==> config.mk <==
export PLATFORM = sky130hd
export DESIGN_NAME = perforator
export DESIGN_NICKNAME = d
export VERILOG_FILES = /design/src/rtl/perforator.sv
export SDC_FILE = /design/constraint.sdc
export NUM_CORES = 1
export LEC_CHECK = 0
export BUFFER_PORTS_ARGS = -buffer_cell sky130_fd_sc_hd__buf_4
export CORE_MARGIN = 4
export CORE_UTILIZATION = 45
export CTS_BUF_LIST = sky130_fd_sc_hd__clkbuf_16
export CTS_CLUSTER_SIZE = 40
export DETAILED_ROUTE_END_ITERATION = 8
export PLACE_DENSITY_LB_ADDON = 0.3
export SLEW_MARGIN = 20
export SYNTH_ARGS = -nofsm -noshare
export SYNTH_HDL_FRONTEND = slang
export SYNTH_SLANG_ARGS = --single-unit
==> constraint.sdc <==
create_clock -name clk -period 4.5 [get_ports clk]
set_clock_uncertainty 0.1 [all_clocks]
set_input_delay 0.45 -clock clk [delete_from_list [all_inputs] [get_ports clk]]
set_output_delay 0.45 -clock clk [all_outputs]
set_load 0.05 [all_outputs]
==> src/rtl/perforator.sv <==
// Transmit-side puncturer: drops encoder bits per code-rate mask and repacks
// the survivors into 2-bit symbols, tagging the first kept bit of each period.
module perforator #(
   parameter logic [2:0] P34_X = 3'b101,
   parameter logic [2:0] P34_Y = 3'b110,
   parameter logic [6:0] P78_X = 7'b1000101,
   parameter logic [6:0] P78_Y = 7'b1111010
) (
   input  logic       clk,
   input  logic       reset,
   input  logic [1:0] i_code_rate,
   input  logic       i_vld,
   output logic       o_rdy,
   input  logic [1:0] i_data,
   output logic       o_vld,
   input  logic       i_rdy,
   output logic [1:0] o_data,
   output logic       o_sop
);

   localparam logic [1:0] R12 = 2'd0;
   localparam logic [1:0] R34 = 2'd1;
   localparam logic [1:0] R78 = 2'd2;

   function automatic logic [1:0] norm_rate(input logic [1:0] rate);
      return (rate == 2'd3) ? R12 : rate;
   endfunction

   // {keep X, keep Y} for one step; mask MSB corresponds to step 0
   function automatic logic [1:0] keep_bits(input logic [1:0] rate, input logic [2:0] step);
      logic [1:0] k;
      k = 2'b11;
      case (rate)
         R34: k = {P34_X[2'(3'd2 - step)], P34_Y[2'(3'd2 - step)]};
         R78: k = {P78_X[3'd6 - step], P78_Y[3'd6 - step]};
         default: k = 2'b11;
      endcase
      return k;
   endfunction

   function automatic logic period_last(input logic [1:0] rate, input logic [2:0] step);
      logic last;
      case (rate)
         R34:     last = (step == 3'd2);
         R78:     last = (step == 3'd6);
         default: last = 1'b1;
      endcase
      return last;
   endfunction

   // Accumulator slot 0 is the oldest bit
   logic [2:0] acc_bit_p0;
   logic [2:0] acc_tag_p0;
   logic [1:0] cnt_p0;
   logic [2:0] step_p0;
   logic [1:0] rate_p0;

   logic [1:0] rate_eff;
   logic [1:0] keep;
   logic       accept;
   logic       fire;
   logic [2:0] nxt_bit;
   logic [2:0] nxt_tag;
   logic [1:0] nxt_cnt;

   assign o_vld  = (cnt_p0 >= 2'd2);
   assign o_rdy  = !reset & ((cnt_p0 <= 2'd1) | i_rdy);
   assign o_data = {acc_bit_p0[0], acc_bit_p0[1]};
   assign o_sop  = acc_tag_p0[0];

   // A new rate is only honoured when a period begins
   always_comb begin
      rate_eff = (step_p0 == 3'd0) ? norm_rate(i_code_rate) : rate_p0;
      keep     = keep_bits(rate_eff, step_p0);
      accept   = i_vld & o_rdy;
      fire     = o_vld & i_rdy;
      nxt_bit  = acc_bit_p0;
      nxt_tag  = acc_tag_p0;
      nxt_cnt  = cnt_p0;
      if (fire) begin
         nxt_bit = {2'b00, acc_bit_p0[2]};
         nxt_tag = {2'b00, acc_tag_p0[2]};
         nxt_cnt = cnt_p0 - 2'd2;
      end
      if (accept) begin
         if (keep[1]) begin
            nxt_bit[nxt_cnt] = i_data[1];
            nxt_tag[nxt_cnt] = (step_p0 == 3'd0);
            nxt_cnt          = nxt_cnt + 2'd1;
         end
         if (keep[0]) begin
            nxt_bit[nxt_cnt] = i_data[0];
            nxt_tag[nxt_cnt] = (step_p0 == 3'd0) & !keep[1];
            nxt_cnt          = nxt_cnt + 2'd1;
         end
      end
   end

   // Stage p0: accumulator, step counter and latched rate
   always_ff @(posedge clk) begin
      if (reset) begin
         acc_bit_p0 <= 3'b000;
         acc_tag_p0 <= 3'b000;
         cnt_p0     <= 2'd0;
         step_p0    <= 3'd0;
         rate_p0    <= R12;
      end else begin
         acc_bit_p0 <= nxt_bit;
         acc_tag_p0 <= nxt_tag;
         cnt_p0     <= nxt_cnt;
         if (accept) begin
            step_p0 <= period_last(rate_eff, step_p0) ? 3'd0 : step_p0 + 3'd1;
            rate_p0 <= rate_eff;
         end
      end
   end

endmodule

==> summary.txt <==
CTS
  – Maximum clock path buffer count: 2
  – Clk_lat worst skew: 0.24 ns
  – H-tree depth: 1
  – Number of gates resized after CTS: 0
  – Postcts setup bufs: 0
  – TritonCTS clock tree: done
  – Clock sink count: 12
  – Hold Buf Count CTS: 0
  – Clock transition at path regs: 0.04 ns
  – CTS root buffer: clkbuf_16
  – Num CTS Buffers: 3

Power and ir drop
  – Reg power frac: 0.264
  – Total Power: around 0.5 mW
  – LEAKAGE: 0.5558 nW
  – Cell Pwr Density: 429.2 nW/µm²
  – Switching component of the power: 0.1874 mW
  – Switching share of power: 0.3654
  – Combinational power share: 0.411
  – VDD IR max: 321.5 µV
  – Clock power share: 0.326
  – Int Pwr: 0.3255 mW

Timing
  – Setup_tns: 0 ns
  – Final hold violations: 0
  – Slew @ Worst Pin: 0.4657 ns
  – Final setup fails: 0
  – Fin. max-slew vios: 0
  – Minimum clock period: 3.766 ns
  – RSZ-0062 raised after global routing: false
  – Max Freq: 265.5 MHz
  – Crit share post-route: 0.8370
  – Max_slew headroom: 0.6862

Critical path
  – CP dominant cell by count: ha_1
  – Worst EP arrival: between 3 and 4 ns
  – Worst path max stage delay: 0.42 ns
  – Buf+Inv Stages, Crit Path: 2
  – Cell Chain, Critical Path: inv_1 -> ha_1 -> nand2b_1 -> nor3b_1 -> a21oi_1 -> inv_1 -> ha_1 -> nor2b_1 -> o21a_1 -> or2_1 -> xnor2_1 -> ha_1 -> a21boi_0 -> nor2_1 -> a211o_1
  – CP startpoint kind: flop
  – Required time worst endpoint: 4.53 ns
  – Setup crit end kind: flop
  – Largest delay share family, worst path: compound AO/OA/AOI/OAI gates
  – Worst Setup Path Type: flop to flop
  – Crit path max fanout: 8
  – Crit-path slowest cell: dfxtp_1

Logic synthesis
  – Register bit count reported by yosys: 12
  – Ys flop type: dfxtp_1
  – Synth Net Count: between 100 and 150
  – Post-synth top area share: 0.2308
  – Post-synth EDFFs: 0
  – Syn avg cell area: between 8 and 9 µm²
  – Cell Area, Synth: 1041 µm²
  – Post-synthesis sequential area ratio: 0.2308
  – Yosys top cell by area: dfxtp_1
  – Area contributors post-synth: dfxtp_1 23%, ha_1 13%, mux2i_1 6.7%
  – Asr flop ratio synth: 0
  – Synth warn: 0
  – Number of distinct library cells after synthesis: 41
  – Mapped Cells: 123

Final layout
  – Layout area overhead: 14.78%
  – Fin cells: between 150 and 200
  – # nets final: approximately 150
  – Layout Utilization: 0.5402
  – Most frequent cells in the layout: 12 x dfxtp_1, 12 x buf_4, 11 x ha_1, 10 x inv_1
  – Layout cell share with drive strength beyond 1: 0.1527
  – ANT cells: 0

Die
  – Chip height: 56.10 µm
  – Initial core utilization: 0.4706
  – Die W: 56.10 µm
  – Die area: 3147 µm²
  – Core Footprint: about 2200 µm²
  – FP Rows: 17
  – Ports: 13

Route
  – Final WL: 2.238 mm
  – Final antenna-violating net count: 0
  – DR vias/cell: 5.629
  – WL/cell: approximately 14 µm
  – Initial DRC count: 32
  – Drc violations: 0
  – First drt pass iteration count: 4
  – Via count: 895

Global route
  – Largest net degree at the start of global routing: 11
  – Vias in the first global route: 822
  – Total GRT Usage: 0.1545
  – Global-route congestion overflow total: 0
  – Initial antenna violation count: 0
  – Global-route wire length before repair: slightly below 4 mm

Run status
  – Status: complete, no violations

Min path
  – Min-Delay Path Class: input port to flop

Placement
  – Placed cells: about 160
  – Gp weighted congestion: around 0.86
  – I/O Buffers: 12
  – DP HPWL: 1.712 mm

Run
  – Max-cap violations: 0
## flip-flops by register name (all words and copies together), names as in the netlist
name	flops
acc_bit_p0	3
step_p0	3
acc_tag_p0	2
cnt_p0	2
rate_p0	2
## final timing paths
kind,to,slack [ns],startpoint,cells past startpoint
max,acc_tag_p0[0]$_SDFF_PP0_,0.73,step_p0[0]$_SDFFE_PP0P_,15
min,rate_p0[0]$_SDFFE_PP0P_,0.37,reset,2
max reg2reg,acc_tag_p0[0]$_SDFF_PP0_,0.73,step_p0[0]$_SDFFE_PP0P_,15
min reg2reg,acc_tag_p0[2]$_SDFF_PP0_,0.38,acc_tag_p0[2]$_SDFF_PP0_,2
## Yosys cell counts (3+ instances only)
| library cell | count |
|---|---|
| ha_1 | 11 |
| xnor2_1 | 3 |
| dfxtp_1 | 12 |
| inv_1 | 10 |
| nor3_1 | 3 |
| a21oi_1 | 5 |
| a21boi_0 | 3 |
| and3_1 | 4 |
| nor2_1 | 6 |
| buf_2 | 3 |
| nand2_1 | 7 |
| mux2i_1 | 7 |
| o21ai_0 | 7 |
| o21a_1 | 3 |
| a21o_1 | 3 |
| a211oi_1 | 3 |
| nand2b_1 | 3 |
## stage by stage
step                      hold WS, ns  instance area, µm²  setup slack, ns
after floorplan                0.3525                1041            1.231
after global placement         0.3693                1116           0.8851
after detailed placement       0.3762                1116           0.7534
after CTS                      0.3755                1195           0.7327
after global routing           0.3716                1195           0.4184
final                          0.3688                1195           0.7336
## layer usage
metal,GRT usage,up-vias,wire (µm)
li1,-,459,-
met1,0.2221,408,1104
met2,0.2137,26,980
met3,0.05104,2,132
met4,0.05085,0,21
met5,0,-,0
## final cells by class
| type | instances | area [µm²] |
|---|---|---|
| clock buffers | 3 | 75.07 |
| clock inverters | 1 | 3.754 |
| fillers | 220 | 1017 |
| inverters | 10 | 37.54 |
| multi-input cells | 93 | 713.2 |
| flip-flops and latches | 12 | 240.2 |
| well taps | 28 | 35.03 |
| repair buffers | 12 | 90.09 |
## power groups by stage
stage          Combinational [mW]  Sequential [mW]  Clock [mW]
2_1_floorplan               0.163            0.144           0
3_3_place_gp                0.206            0.137           0
3_5_place_dp                0.209            0.137           0
4_1_cts                     0.211            0.135       0.168
5_1_grt                     0.229            0.138       0.177
6_report                    0.211            0.135       0.167
## worst reg2reg max path, stage by stage, from the launching register on
cell and delay, ns:
dfxtp_1 0.42, inv_1 0.13, ha_1 0.22, nand2b_1 0.23, nor3b_1 0.10, a21oi_1 0.22
inv_1 0.07, ha_1 0.24, nor2b_1 0.15, o21a_1 0.21, or2_1 0.36, xnor2_1 0.30
ha_1 0.19, a21boi_0 0.33, nor2_1 0.10, a211o_1 0.30
## kinds of logic after synthesis
kind of cell / after synthesis / share of synthesized area
AND/OR/NAND/NOR: 31 / 0.1586
AO/OA/AOI/OAI: 38 / 0.2584
buffers and inverters: 18 / 0.08412
multiplexers: 9 / 0.08894
flip-flops: 12 / 0.2308
adder cells (fa/ha/maj): 11 / 0.1322
XOR/XNOR: 4 / 0.04688
Note: power is estimated with default switching activity, not from simulation.
